[config.mk]
export PLATFORM = sky130hd
export DESIGN_NAME = node_integrator
export DESIGN_NICKNAME = d
export VERILOG_FILES = /design/src/rtl/physics_pkg.sv /design/src/rtl/node_integrate_unit.sv /design/src/rtl/node_integrator.sv
export SDC_FILE = /design/constraint.sdc
export NUM_CORES = 1
export LEC_CHECK = 0
export CAP_MARGIN = 30
export CORE_AREA = 2 2 257 259
export CTS_BUF_LIST = sky130_fd_sc_hd__clkbuf_8
export CTS_CLUSTER_SIZE = 24
export DETAILED_ROUTE_END_ITERATION = 16
export DIE_AREA = 0 0 259 261
export MAX_ROUTING_LAYER = met4
export SLEW_MARGIN = 0
export SYNTH_ARGS = -nofsm -noshare
export SYNTH_HDL_FRONTEND = slang
export SYNTH_SLANG_ARGS = --single-unit
[constraint.sdc]
create_clock -name clk_in -period 10.9 [get_ports clk_in]
set_input_delay 2.18 -clock clk_in [delete_from_list [all_inputs] [get_ports clk_in]]
set_output_delay 2.18 -clock clk_in [all_outputs]
set_load 0.005 [all_outputs]
[src/rtl/physics_pkg.sv]
// Shared types and saturation helpers for the node integration datapath.
package physics_pkg;

    typedef enum logic [1:0] {
        IDLE,
        COLLECT,
        DONE
    } integrator_state_t;

    // Clamp a wide signed value into the range of a w-bit signed number.
    function automatic logic signed [31:0] sat_val(input logic signed [31:0] x, input int w);
        logic signed [31:0] hi;
        logic signed [31:0] lo;
        hi = (32'sd1 <<< (w - 1)) - 32'sd1;
        lo = -(32'sd1 <<< (w - 1));
        if (x > hi)
            return hi;
        else if (x < lo)
            return lo;
        else
            return x;
    endfunction

    function automatic logic sat_hit(input logic signed [31:0] x, input int w);
        return (sat_val(x, w) != x);
    endfunction

endpackage

[src/rtl/node_integrate_unit.sv]
// One semi-implicit Euler step for a single node: gravity on y, velocity first,
// then position from the new velocity, both saturated.
module node_integrate_unit
    import physics_pkg::*;
#(
    parameter int POSITION_SIZE = 8,
    parameter int VELOCITY_SIZE = 8,
    parameter int FORCE_SIZE    = 8,
    parameter int ACCEL_SHIFT   = 2,
    parameter int VEL_SHIFT     = 1,
    parameter int GRAVITY_Y     = -4
) (
    input  logic [POSITION_SIZE-1:0] px_i,
    input  logic [POSITION_SIZE-1:0] py_i,
    input  logic [VELOCITY_SIZE-1:0] vx_i,
    input  logic [VELOCITY_SIZE-1:0] vy_i,
    input  logic [FORCE_SIZE-1:0]    fx_i,
    input  logic [FORCE_SIZE-1:0]    fy_i,
    output logic [POSITION_SIZE-1:0] px_o,
    output logic [POSITION_SIZE-1:0] py_o,
    output logic [VELOCITY_SIZE-1:0] vx_o,
    output logic [VELOCITY_SIZE-1:0] vy_o,
    output logic                     sat_o
);

    logic signed [31:0] ax, ay;
    logic signed [31:0] vx_s, vy_s, vx_c, vy_c;
    logic signed [31:0] px_s, py_s, px_c, py_c;

    // Everything is widened to 32 bits so no intermediate can wrap.
    always_comb begin
        ax   = 32'($signed(fx_i));
        ay   = 32'($signed(fy_i)) + GRAVITY_Y;
        vx_s = 32'($signed(vx_i)) + (ax >>> ACCEL_SHIFT);
        vy_s = 32'($signed(vy_i)) + (ay >>> ACCEL_SHIFT);
        vx_c = sat_val(vx_s, VELOCITY_SIZE);
        vy_c = sat_val(vy_s, VELOCITY_SIZE);
        px_s = 32'($signed(px_i)) + (vx_c >>> VEL_SHIFT);
        py_s = 32'($signed(py_i)) + (vy_c >>> VEL_SHIFT);
        px_c = sat_val(px_s, POSITION_SIZE);
        py_c = sat_val(py_s, POSITION_SIZE);
        vx_o = vx_c[VELOCITY_SIZE-1:0];
        vy_o = vy_c[VELOCITY_SIZE-1:0];
        px_o = px_c[POSITION_SIZE-1:0];
        py_o = py_c[POSITION_SIZE-1:0];
        sat_o = sat_hit(vx_s, VELOCITY_SIZE) | sat_hit(vy_s, VELOCITY_SIZE) |
                sat_hit(px_s, POSITION_SIZE) | sat_hit(py_s, POSITION_SIZE);
    end

endmodule

[src/rtl/node_integrator.sv]
// Owns the car-body node state and integrates it one node per force beat,
// pulsing step_done once every node of the step has been updated.
module node_integrator
    import physics_pkg::*;
#(
    parameter int NUM_NODES     = 10,
    parameter int POSITION_SIZE = 8,
    parameter int VELOCITY_SIZE = 8,
    parameter int FORCE_SIZE    = 8,
    parameter int ACCEL_SHIFT   = 2,
    parameter int VEL_SHIFT     = 1,
    parameter int GRAVITY_Y     = -4
) (
    input  logic                                            clk_in,
    input  logic                                            rst_in,
    input  logic                                            load_valid_in,
    input  logic [1:0][NUM_NODES-1:0][POSITION_SIZE-1:0]    init_nodes,
    input  logic [1:0][NUM_NODES-1:0][VELOCITY_SIZE-1:0]    init_velocities,
    input  logic                                            start_in,
    input  logic [FORCE_SIZE-1:0]                           force_x_in,
    input  logic [FORCE_SIZE-1:0]                           force_y_in,
    input  logic                                            force_valid_in,
    output logic [1:0][NUM_NODES-1:0][POSITION_SIZE-1:0]    nodes,
    output logic [1:0][NUM_NODES-1:0][VELOCITY_SIZE-1:0]    velocities,
    output logic                                            busy,
    output logic                                            step_done,
    output logic                                            sat_flag
);

    localparam int IW = (NUM_NODES > 1) ? $clog2(NUM_NODES) : 1;
    localparam logic [IW-1:0] LAST = IW'(NUM_NODES - 1);

    integrator_state_t state_q, state_d;
    logic [IW-1:0] idx_q, idx_d;
    logic [1:0][NUM_NODES-1:0][POSITION_SIZE-1:0] pos_q, pos_d;
    logic [1:0][NUM_NODES-1:0][VELOCITY_SIZE-1:0] vel_q, vel_d;
    logic sat_q, sat_d;

    logic [POSITION_SIZE-1:0] u_px, u_py;
    logic [VELOCITY_SIZE-1:0] u_vx, u_vy;
    logic                     u_sat;

    node_integrate_unit #(
        .POSITION_SIZE(POSITION_SIZE),
        .VELOCITY_SIZE(VELOCITY_SIZE),
        .FORCE_SIZE   (FORCE_SIZE),
        .ACCEL_SHIFT  (ACCEL_SHIFT),
        .VEL_SHIFT    (VEL_SHIFT),
        .GRAVITY_Y    (GRAVITY_Y)
    ) u_unit (
        .px_i (pos_q[0][idx_q]),
        .py_i (pos_q[1][idx_q]),
        .vx_i (vel_q[0][idx_q]),
        .vy_i (vel_q[1][idx_q]),
        .fx_i (force_x_in),
        .fy_i (force_y_in),
        .px_o (u_px),
        .py_o (u_py),
        .vx_o (u_vx),
        .vy_o (u_vy),
        .sat_o(u_sat)
    );

    always_comb begin
        state_d = state_q;
        idx_d   = idx_q;
        pos_d   = pos_q;
        vel_d   = vel_q;
        sat_d   = sat_q;
        case (state_q)
            IDLE: begin
                // Load wins over a same-cycle start; that start is dropped.
                if (load_valid_in) begin
                    pos_d = init_nodes;
                    vel_d = init_velocities;
                    sat_d = 1'b0;
                end else if (start_in) begin
                    idx_d   = '0;
                    state_d = COLLECT;
                end
            end
            COLLECT: begin
                if (force_valid_in) begin
                    pos_d[0][idx_q] = u_px;
                    pos_d[1][idx_q] = u_py;
                    vel_d[0][idx_q] = u_vx;
                    vel_d[1][idx_q] = u_vy;
                    sat_d           = sat_q | u_sat;
                    if (idx_q == LAST) begin
                        idx_d   = '0;
                        state_d = DONE;
                    end else begin
                        idx_d = idx_q + IW'(1);
                    end
                end
            end
            DONE:    state_d = IDLE;
            default: state_d = IDLE;
        endcase
    end

    always_ff @(posedge clk_in) begin
        if (rst_in) begin
            state_q <= IDLE;
            idx_q   <= '0;
            pos_q   <= '0;
            vel_q   <= '0;
            sat_q   <= 1'b0;
        end else begin
            state_q <= state_d;
            idx_q   <= idx_d;
            pos_q   <= pos_d;
            vel_q   <= vel_d;
            sat_q   <= sat_d;
        end
    end

    assign nodes      = pos_q;
    assign velocities = vel_q;
    assign busy       = (state_q == COLLECT);
    assign step_done  = (state_q == DONE);
    assign sat_flag   = sat_q;

endmodule

; After elaboration in Yosys (flattened, before gate mapping)
; Index checks and enable logic that the tools add are counted.
[word_totals]
reg_bits = 327
[op_classes]
n_reduce_logical = 6
n_eq_ne = 12
n_lt_le_gt_ge = 10
addsub = 6
n_bitwise = 4
mux = 41
[ops]
columns = op, n
row1 = $mux 160, 4
row2 = $pmux 160 s2, 2
row3 = $bwmux 80, 4
row4 = $mux 32, 8
row5 = $bmux 8 s4, 4
row6 = $add 8x31->32, 2
row7 = $gt 32x8->1 const B, 2
row8 = $lt 32x8->1 const B, 2
row9 = $ne 32x32->1, 2
row10 = $ne 32x9->1, 2
row11 = $mux 8, 5
row12 = $demux 8 s4, 1
row13 = $gt 9x8->1 const B, 2
row14 = $lt 9x8->1 const B, 2
row15 = $mux 4, 4
row16 = $add 8x3->9 const B, 1
row17 = $add 8x6->9, 1
row18 = $add 8x7->9, 1
row19 = $mux 2, 4
row20 = $ne 2x2->1 const B, 4
row21 = $pmux 4 s2, 1
row22 = $reduce_and 4->1, 2
row23 = $lt 4x5->1 const B, 1
row24 = $add 4x1->4 const B, 1
row25 = 13 further kinds, 17

; Depth between registers and ports, before layout
; Gate-level depths: netlist (run 1).
[depth]
ltp_word = 16
ltp_mapped = 38
ltp_nobuf = 34

; Hierarchy
; Synthesis (run 1) repeated with hierarchy kept, for this count alone.
[hier_totals]
cells_unflattened = 2184
area_unflattened_um2 = 18761.7
[by_module_without_submodules]
columns = mod, n_inst, seq_area_each_um2, area_per_inst_um2, cells_each
row1 = node_integrator, 1, 6546.3, 16269.4, 1868
row2 = node_integrate_unit, 1, 0.0, 2492.4, 316

; Worst setup path after synthesis (run 1)
; Ideal clock, no wire load.
[synth_timing]
path_type = input-to-reg
from = input force_x_in[2]
to = register pos_q (netlist bit nodes[47])
arrival_time_ps = 8748
path_stages = 28
slack_ps = 2074
setup_time_ps = 78
required_ps = 10822
cell_sequence = ha_1 inv_1 fa_1 nand2b_1 a21oi_1 o41ai_4 inv_2 buf_2 maj3_1 buf_2 ha_1 a21o_1 a21oi_1 o221ai_1 maj3_1 a21oi_1 fa_1 or4b_2 nor4_1 nand2_1 a2bb2oi_1 or3_1 ha_1 clkbuf_1 nor2_1 a211oi_4 a221oi_1 nor3_1
[synth_via]
elab_chain_cells = 11
elab_cells_between_ends = 13
cone_classes = 2 x add/sub / 4 x order compare / 7 x mux
[synth_lines]
columns = element, line
row1 = from (decl), node_integrator.sv:20  ; input logic [FORCE_SIZE-1:0] force_x_in,
row2 = $add 8x6->9 *, node_integrate_unit.sv:34  ; vx_s = 32'($signed(vx_i)) + (ax >>> ACCEL_SHIFT);
row3 = $lt 9x8->1, physics_pkg.sv:18  ; else if (x < lo)
row4 = $mux 32, physics_pkg.sv:18
row5 = $mux 32 *, physics_pkg.sv:16  ; if (x > hi)
row6 = $add 8x31->32 *, node_integrate_unit.sv:38  ; px_s = 32'($signed(px_i)) + (vx_c >>> VEL_SHIFT);
row7 = $lt 32x8->1, physics_pkg.sv:18
row8 = $mux 32, physics_pkg.sv:18
row9 = $mux 32 *, physics_pkg.sv:16
row10 = $bwmux 80 *, node_integrator.sv:84  ; pos_d[0][idx_q] = u_px;
row11 = $mux 160 *, node_integrator.sv:83  ; if (force_valid_in) begin
row12 = $pmux 160 s2 *, node_integrator.sv:70  ; case (state_q)
row13 = to (signal assigned), node_integrator.sv:112  ; pos_q <= pos_d;
row14 = to (decl), node_integrator.sv:35  ; logic [1:0][NUM_NODES-1:0][POSITION_SIZE-1:0] pos_q, pos_d;
; Mark *: on every way between the ends. The rest lies on a longest branch, timed or not. The select of a mux whose other input is x is not followed.
; A chain may end at the register's enable or synchronous reset.

; Worst setup path in the final report (run 1)
[layout_timing]
from = register idx_q[0]
to = register pos_q (netlist bit nodes[25])
[layout_via]
elab_chain_cells = 13
elab_cells_between_ends = 22
cone_classes = 2 x add/sub / 6 x order compare / 13 x mux / 1 x reduce/logical
[layout_lines]
columns = element, line
row1 = from (decl), node_integrator.sv:34  ; logic [IW-1:0] idx_q, idx_d;
row2 = from (signal assigned), node_integrator.sv:111  ; idx_q <= idx_d;
row3 = $bmux 8 s4, node_integrator.sv:53  ; .vx_i (vel_q[0][idx_q]),
row4 = $mux 8 (implied by the code), node_integrator.sv:53
row5 = $add 8x6->9, node_integrate_unit.sv:34
row6 = $lt 9x8->1, physics_pkg.sv:18
row7 = $mux 32, physics_pkg.sv:18
row8 = $mux 32, physics_pkg.sv:16
row9 = $add 8x31->32, node_integrate_unit.sv:38
row10 = $lt 32x8->1, physics_pkg.sv:18
row11 = $mux 32, physics_pkg.sv:18
row12 = $mux 32, physics_pkg.sv:16
row13 = $bwmux 80 *, node_integrator.sv:84
row14 = $mux 160 *, node_integrator.sv:83
row15 = $pmux 160 s2 *, node_integrator.sv:70
; Marks and branches as above.

==> results.cfg, run 1 <==
[clock_tree]
postCtsHoldBufs = 0
ctsResizeCount = 0
cts_max_level = 3
cts_buffer_depth = 3
clk_pin_slew_ns = 0.06
clk_latency_ns = 0.66
cts_sinks = 327
clock-root-buffer = clkbuf_8
cts_made_buffers = 66
cts_tree = built
post_cts_buffers = 0

[job]
maxCapViolations = 0

[grt]
grt_overflow_total = 0
grt_pass1_wl_microns = 154000
grtUsageTotal_pct = 32.0
first_global_vias = 22172
grt_max_degree = 165
antenna_found_initial = 8

[power_and_ir_drop]
ir_worst_vdd_uv = 93.6
pwr_density_cell_nw_per_um2 = 168
total_leakage_power_nw = 10.0

[layout]
nNetsFinal = 3129
area_growth_pct = 48.9
stdcell_area_sq_um = 28100
drive_gt1_share_pct = 12.1

[worst_setup_path]
rrSetupSlack_ns = 0.98
crit_slowest_cell = maj3_1
worstSetupPathType = register to register
crit_fanout = 17
cp_num_buf_inv = 2
crit_family = adder cells
cpPeakStageDelay_ns = 0.82
crit_required_ns = 11.43
cp_common_cell = ha_1
startpoint_type = register
cp.arrival_ns = 10.45
end_kind = register

[floorplan]
io_pins = 664
initial_core_util_pct = 29.0
core_area_sq_um = 65000
die_y_microns = 261
die_w_microns = 259
die-area_sq_um = 67600
fp-row-count = 94

[synthesis]
async_reset_ff_share_pct = 0
yosysTopAreaCell = dfxtp_1
syn_inst = 2139
synth_top_area_share_pct = 34.7
ys.flop_type = dfxtp_1
synth_area_per_cell_sq_um = 8.83
seq_area_frac_synth_pct = 34.7
synth_cell_types = 84
ys_ff_latch = 327
syn-num-nets = 2537
synth_edf_count = 0
ys_top_cells_by_area = dfxtp_1 35%, a221oi_1 12%, mux4_2 7.6%, nor2_1 7.5%, nor3_1 7.1%
yosysWarnings = 0
synth_area_sq_um = 18900

[timing]
relSlewSlack_pct = 26.2
worst_pin_slew_ns = 1.10
finalHoldViolations = 0
fin_crit_ns = 9.92
final_max_slew_viol_count = 0
setup_viol = 0
fin_tns_setup_ns = 0
fmax_ghz = 0.101
period_share_pct = 91.0
rsz0062_at_grt = false
finClkSkew_ns = 0.0433

[hold_path]
holdCritPathClass = register to register

[routing]
drt-total-wl_microns = 110000
wire_per_inst_microns = 30.2
drt_first_pass_iters = 6
vias_per_cell = 6.08
drt_iter0_markers = 2394
route.vias.total = 22203
drc = 0
antenna_left = 0

[placement]
hpwl_microns = 78800
place_area_sq_um = 26700
place_congestion = 0.952
io_buffers = 659

[run_status]
status = finished clean
==> report_power, final <==
group	internal (W)	total, W	leakage, nW	switching, W
logic	0.000772	0.00195	6.53	0.00117
registers	0.00131	0.00142	2.71	0.000110
clock network	0.000742	0.00135	0.757	0.000607
==> placed cells by master, fill, tap and decap left out, types with 12 or more instances in the layout <==
cell type	Yosys	final
clkdlybuf4s50_1	0	658
nor2_1	378	370
dfxtp_1	327	323
nor3_1	267	263
a221oi_1	254	254
clkbuf_8	0	87
a22oi_1	73	73
mux4_2	64	64
buf_4	0	62
a211oi_1	56	56
nand2_1	47	45
a21oi_1	51	43
inv_1	30	41
o21ai_0	43	41
ha_1	35	35
mux2i_1	29	29
fa_1	22	22
a211oi_2	20	20
nor2b_1	18	18
nand2b_1	18	17
a21oi_4	6	14
xnor2_1	13	13
diode_2	0	12
xor2_1	12	12
==> Yosys cell counts (4+ instances only) <==
master / instances
nor2_1: 378
buf_1: 19
maj3_1: 5
a211oi_1: 56
or3_1: 4
maj3_2: 4
a221oi_1: 254
o21a_1: 8
o21ai_0: 43
o31a_1: 10
a21oi_4: 6
o22ai_1: 5
nor4_1: 4
o31ai_1: 5
nand3_1: 10
and2_1: 6
xor2_1: 12
nand2b_1: 18
fa_1: 22
mux4_2: 64
o21bai_1: 8
a31o_2: 4
mux2i_1: 29
inv_1: 30
nand2_1: 47
a31oi_1: 7
a21oi_1: 51
clkbuf_1: 173
xnor2_1: 13
a22oi_1: 73
dfxtp_1: 327
o21ai_2: 7
a211oi_2: 20
buf_2: 12
ha_1: 35
nor3_1: 267
nor2b_1: 18
a21o_1: 9
o21ai_1: 12
==> worst min-delay path, stage by stage (launching register included) <==
cell and delay (ns):
dfxtp_1 0.32, nor2_1 0.10, nor3_1 0.05
==> final timing paths <==
| check | start | endpoint | cells past startpoint |
|---|---|---|---|
| setup / recovery | idx_q[0]$_SDFFE_PP0P_ | nodes[25]$_SDFFE_PP0P_ | 25 |
| hold / removal | nodes[86]$_SDFFE_PP0P_ | nodes[86]$_SDFFE_PP0P_ | 2 |
| setup reg to reg | idx_q[0]$_SDFFE_PP0P_ | nodes[25]$_SDFFE_PP0P_ | 25 |
| hold reg to reg | nodes[86]$_SDFFE_PP0P_ | nodes[86]$_SDFFE_PP0P_ | 2 |
==> sequential cells by signal, summed over array words and instances, names as in the netlist <==
register	cells
idx_q	4
nodes	160
sat_flag	1
state_q	2
velocities	160
==> logic make-up after synthesis <==
group | after synthesis | synth area share [%]
XOR/XNOR | 27 | 1.33
adder cells (fa/ha/maj) | 66 | 5.15
AND/OR/NAND/NOR | 783 | 18.8
multiplexers | 95 | 9.35
buffers and inverters | 237 | 4.87
AO/OA/AOI/OAI | 604 | 25.8
flip-flops | 327 | 34.7
==> layout make-up <==
| type | instances | area [sq um] |
|---|---|---|
| Timing Repair Buffer | 730 | 7260 |
| Clock inverter | 28 | 174 |
| Inverter | 31 | 116 |
| Tap cell | 864 | 1080 |
| Fill cell | 6357 | 36900 |
| Sequential cell | 327 | 6560 |
| Antenna cell | 12 | 30.0 |
| Clock buffer | 87 | 1200 |
| Multi-Input combinational cell | 1575 | 11700 |
==> metrics by stage <==
step                utilization, %  std cells  hold slack (ns)  setup WS [ns]  total power (W)
CTS                           43.2       3642            0.504           1.02          0.00470
global placement              40.8       3518            0.480          0.630          0.00330
detailed placement            41.1       3527            0.493          0.491          0.00334
finish                        43.2       3654            0.505          0.980          0.00471
global route                  43.2       3650            0.521          0.594          0.00489
floorplan                        -       2139            0.452           2.07          0.00240
==> routing by layer <==
layer | track usage [%] | vias up | part of all wire (%)
li1 | - | 9446 | -
met1 | 37.3 | 10849 | 38
met2 | 50.9 | 1572 | 47
met4 | 16.2 | 0 | 5.2
met3 | 8.57 | 336 | 10
met5 | - | - | 0
No activity file was read; power rests on OpenSTA's default activity.
==> run 2, diff against run 1 <==
CORE_AREA = 4 4 259 261   (was 2 2 257 259)
DIE_AREA = 0 0 263 265   (was 0 0 259 261)
==> run 2 against run 1 <==
- clock power about the same
- combinational power about the same
- critical path type unchanged
- maximum frequency down 0.11%
- critical endpoint is now nodes[32]$_SDFFE_PP0P_
- setup slack worse by 0.011 ns
- count of clock-buffer cells in the layout down 9
- critical path depth up 1
- total power down 0.33%
- via count up 0.54%
- first-iteration DRC count up 13%
==> results.cfg, run 2 (synthesis results as in run 1) <==
[grt]
grt_overflow_total = 0
met3_usage_pct = 7.89
first_global_vias = 22082
grtUsageMet2_pct = 50.1
grt_max_degree = 107
grt_use_met1_pct = 37.9
grt.busiest_layer = met2
grtUsageTotal_pct = 31.3
grt_pass1_wl_microns = 159000
antenna_found_initial = 11

[routing]
drt_first_pass_iters = 9
drc = 0
wire_per_inst_microns = 30.9
vias_per_cell = 6.14
drt_iter0_markers = 2694
drt-total-wl_microns = 112000
route.vias.total = 22322
antenna_left = 0

[power_and_ir_drop]
pwr_density_cell_nw_per_um2 = 167
power_frac_seq_pct = 30.3
intPower_w = 0.00282
switching_share_pct = 40.0
p_switching_w = 0.00188
clockPowerShare_pct = 28.5
p_comb_share_pct = 41.2
ir_worst_vdd_uv = 103
total_leakage_power_nw = 9.98

[clock_tree]
ctsResizeCount = 0
clk_latency_ns = 0.65
cts_max_level = 3
cts_made_buffers = 66
cts_buffer_depth = 3
clk_pin_slew_ns = 0.07
cts_tree = built
clock-root-buffer = clkbuf_8
postCtsHoldBufs = 0
post_cts_buffers = 0
cts_sinks = 327

[worst_setup_path]
worstSetupPathType = register to register
cp.arrival_ns = 10.48
r2r_start = idx_q[1]$_SDFFE_PP0P_
crit_required_ns = 11.45
cp-startpoint = idx_q[1]$_SDFFE_PP0P_
crit_fanout = 51
end_kind = register
startpoint_type = register

[layout]
nNetsFinal = 3126
layout_commonest_cell = clkdlybuf4s50_1
fillers = 6281
area_growth_pct = 48.6
drive_gt1_share_pct = 11.5
stdcell_area_sq_um = 28100
most-common-layout-cells = 658 x clkdlybuf4s50_1, 370 x nor2_1, 323 x dfxtp_1, 263 x nor3_1, 254 x a221oi_1

[timing]
fin_crit_ns = 9.93
rsz0062_at_grt = false
finalHoldViolations = 0
period_share_pct = 91.1
worst_pin_slew_ns = 1.09
fmax_ghz = 0.101
fin_tns_setup_ns = 0
relSlewSlack_pct = 26.9
final_max_slew_viol_count = 0
finClkSkew_ns = 0.0376
setup_viol = 0

[hold_path]
holdCritPathClass = register to register
hp-start = state_q[1]$_SDFFE_PP0P_

[floorplan]
initial_core_util_pct = 29.3
die-area_sq_um = 69700
core_area_sq_um = 64500
fp-row-count = 93
io_pins = 664
die_y_microns = 265
die_w_microns = 263

[run_status]
status = finished clean

[placement]
hpwl_microns = 80300
place_area_sq_um = 26600
io_buffers = 659
place_congestion = 0.919

[job]
maxCapViolations = 0
## run 2: final timing paths
kind / cells after the start / endpoint / slack, ns
worst min-delay path: 1 / state_q[0]$_SDFFE_PP0P_ / 0.50
worst min register to register: 1 / state_q[0]$_SDFFE_PP0P_ / 0.50
worst max-delay path: 26 / nodes[32]$_SDFFE_PP0P_ / 0.97
worst max register to register: 26 / nodes[32]$_SDFFE_PP0P_ / 0.97
## run 2: through the flow
stage | util, % | hold slack (ns) | total power (W) | cells | setup WS, ns
6_report | 43.5 | 0.503 | 0.00470 | 3638 | 0.969
3_3_place_gp | 41.0 | 0.484 | 0.00329 | 3501 | 0.701
3_5_place_dp | 41.3 | 0.493 | 0.00333 | 3512 | 0.457
2_1_floorplan | - | 0.452 | 0.00240 | 2139 | 2.07
4_1_cts | 43.4 | 0.502 | 0.00466 | 3622 | 1.09
5_1_grt | 43.5 | 0.526 | 0.00488 | 3636 | 0.571
## run 2: area by class of cell
cell class                      count  area, sq um  share of cell area [%]
Timing Repair Buffer              727         7260                    25.9
Tap cell                          855         1070                    3.81
Clock buffer                       78         1070                    3.82
Inverter                           31          116                   0.415
Sequential cell                   327         6560                    23.4
Multi-Input combinational cell   1575        11700                    41.7
Antenna cell                       13         32.5                   0.116
Clock inverter                     32          255                   0.909
## run 2: critical path, cell delays in order, from the launching register on
cell and delay (ns):
dfxtp_4 0.95, nand2b_1 0.37, nor3_2 0.17, buf_4 0.34, a22oi_1 0.19, o21ai_0 0.12
ha_1 0.29, or3_1 0.40, o22a_1 0.24, xor2_1 0.54, maj3_2 0.59, ha_1 0.35
nor2b_1 0.17, o21bai_1 0.17, a31oi_1 0.30, maj3_1 0.49, a21o_1 0.23, fa_1 0.42
or4b_2 0.67, nor4_1 0.45, nand2_1 0.10, a2bb2oi_1 0.14, or3_1 0.33, ha_1 0.43
nor2b_1 0.89, a22oi_1 0.16, a211oi_1 0.30
## run 2: metal layers
metal | routed length (microns) | up-vias
li1 | - | 9426
met1 | 43000 | 10986
met2 | 52800 | 1576
met3 | 11600 | 334
met4 | 4860 | 0
met5 | 0 | -
## run 2: power groups by stage
stage,clock [W],sequential [W],combinational (W)
6_report,0.00134,0.00142,0.00194
5_1_grt,0.00141,0.00143,0.00205
4_1_cts,0.00135,0.00142,0.00190
3_5_place_dp,0,0.00144,0.00189
3_3_place_gp,0,0.00144,0.00185
2_1_floorplan,0,0.00141,0.000994
==> run 3, diff against run 2 <==
SETUP_SLACK_MARGIN = 0.05   (was default)
==> results of run 3 <==
Final layout, timing and power as in run 2 (identical DEF).
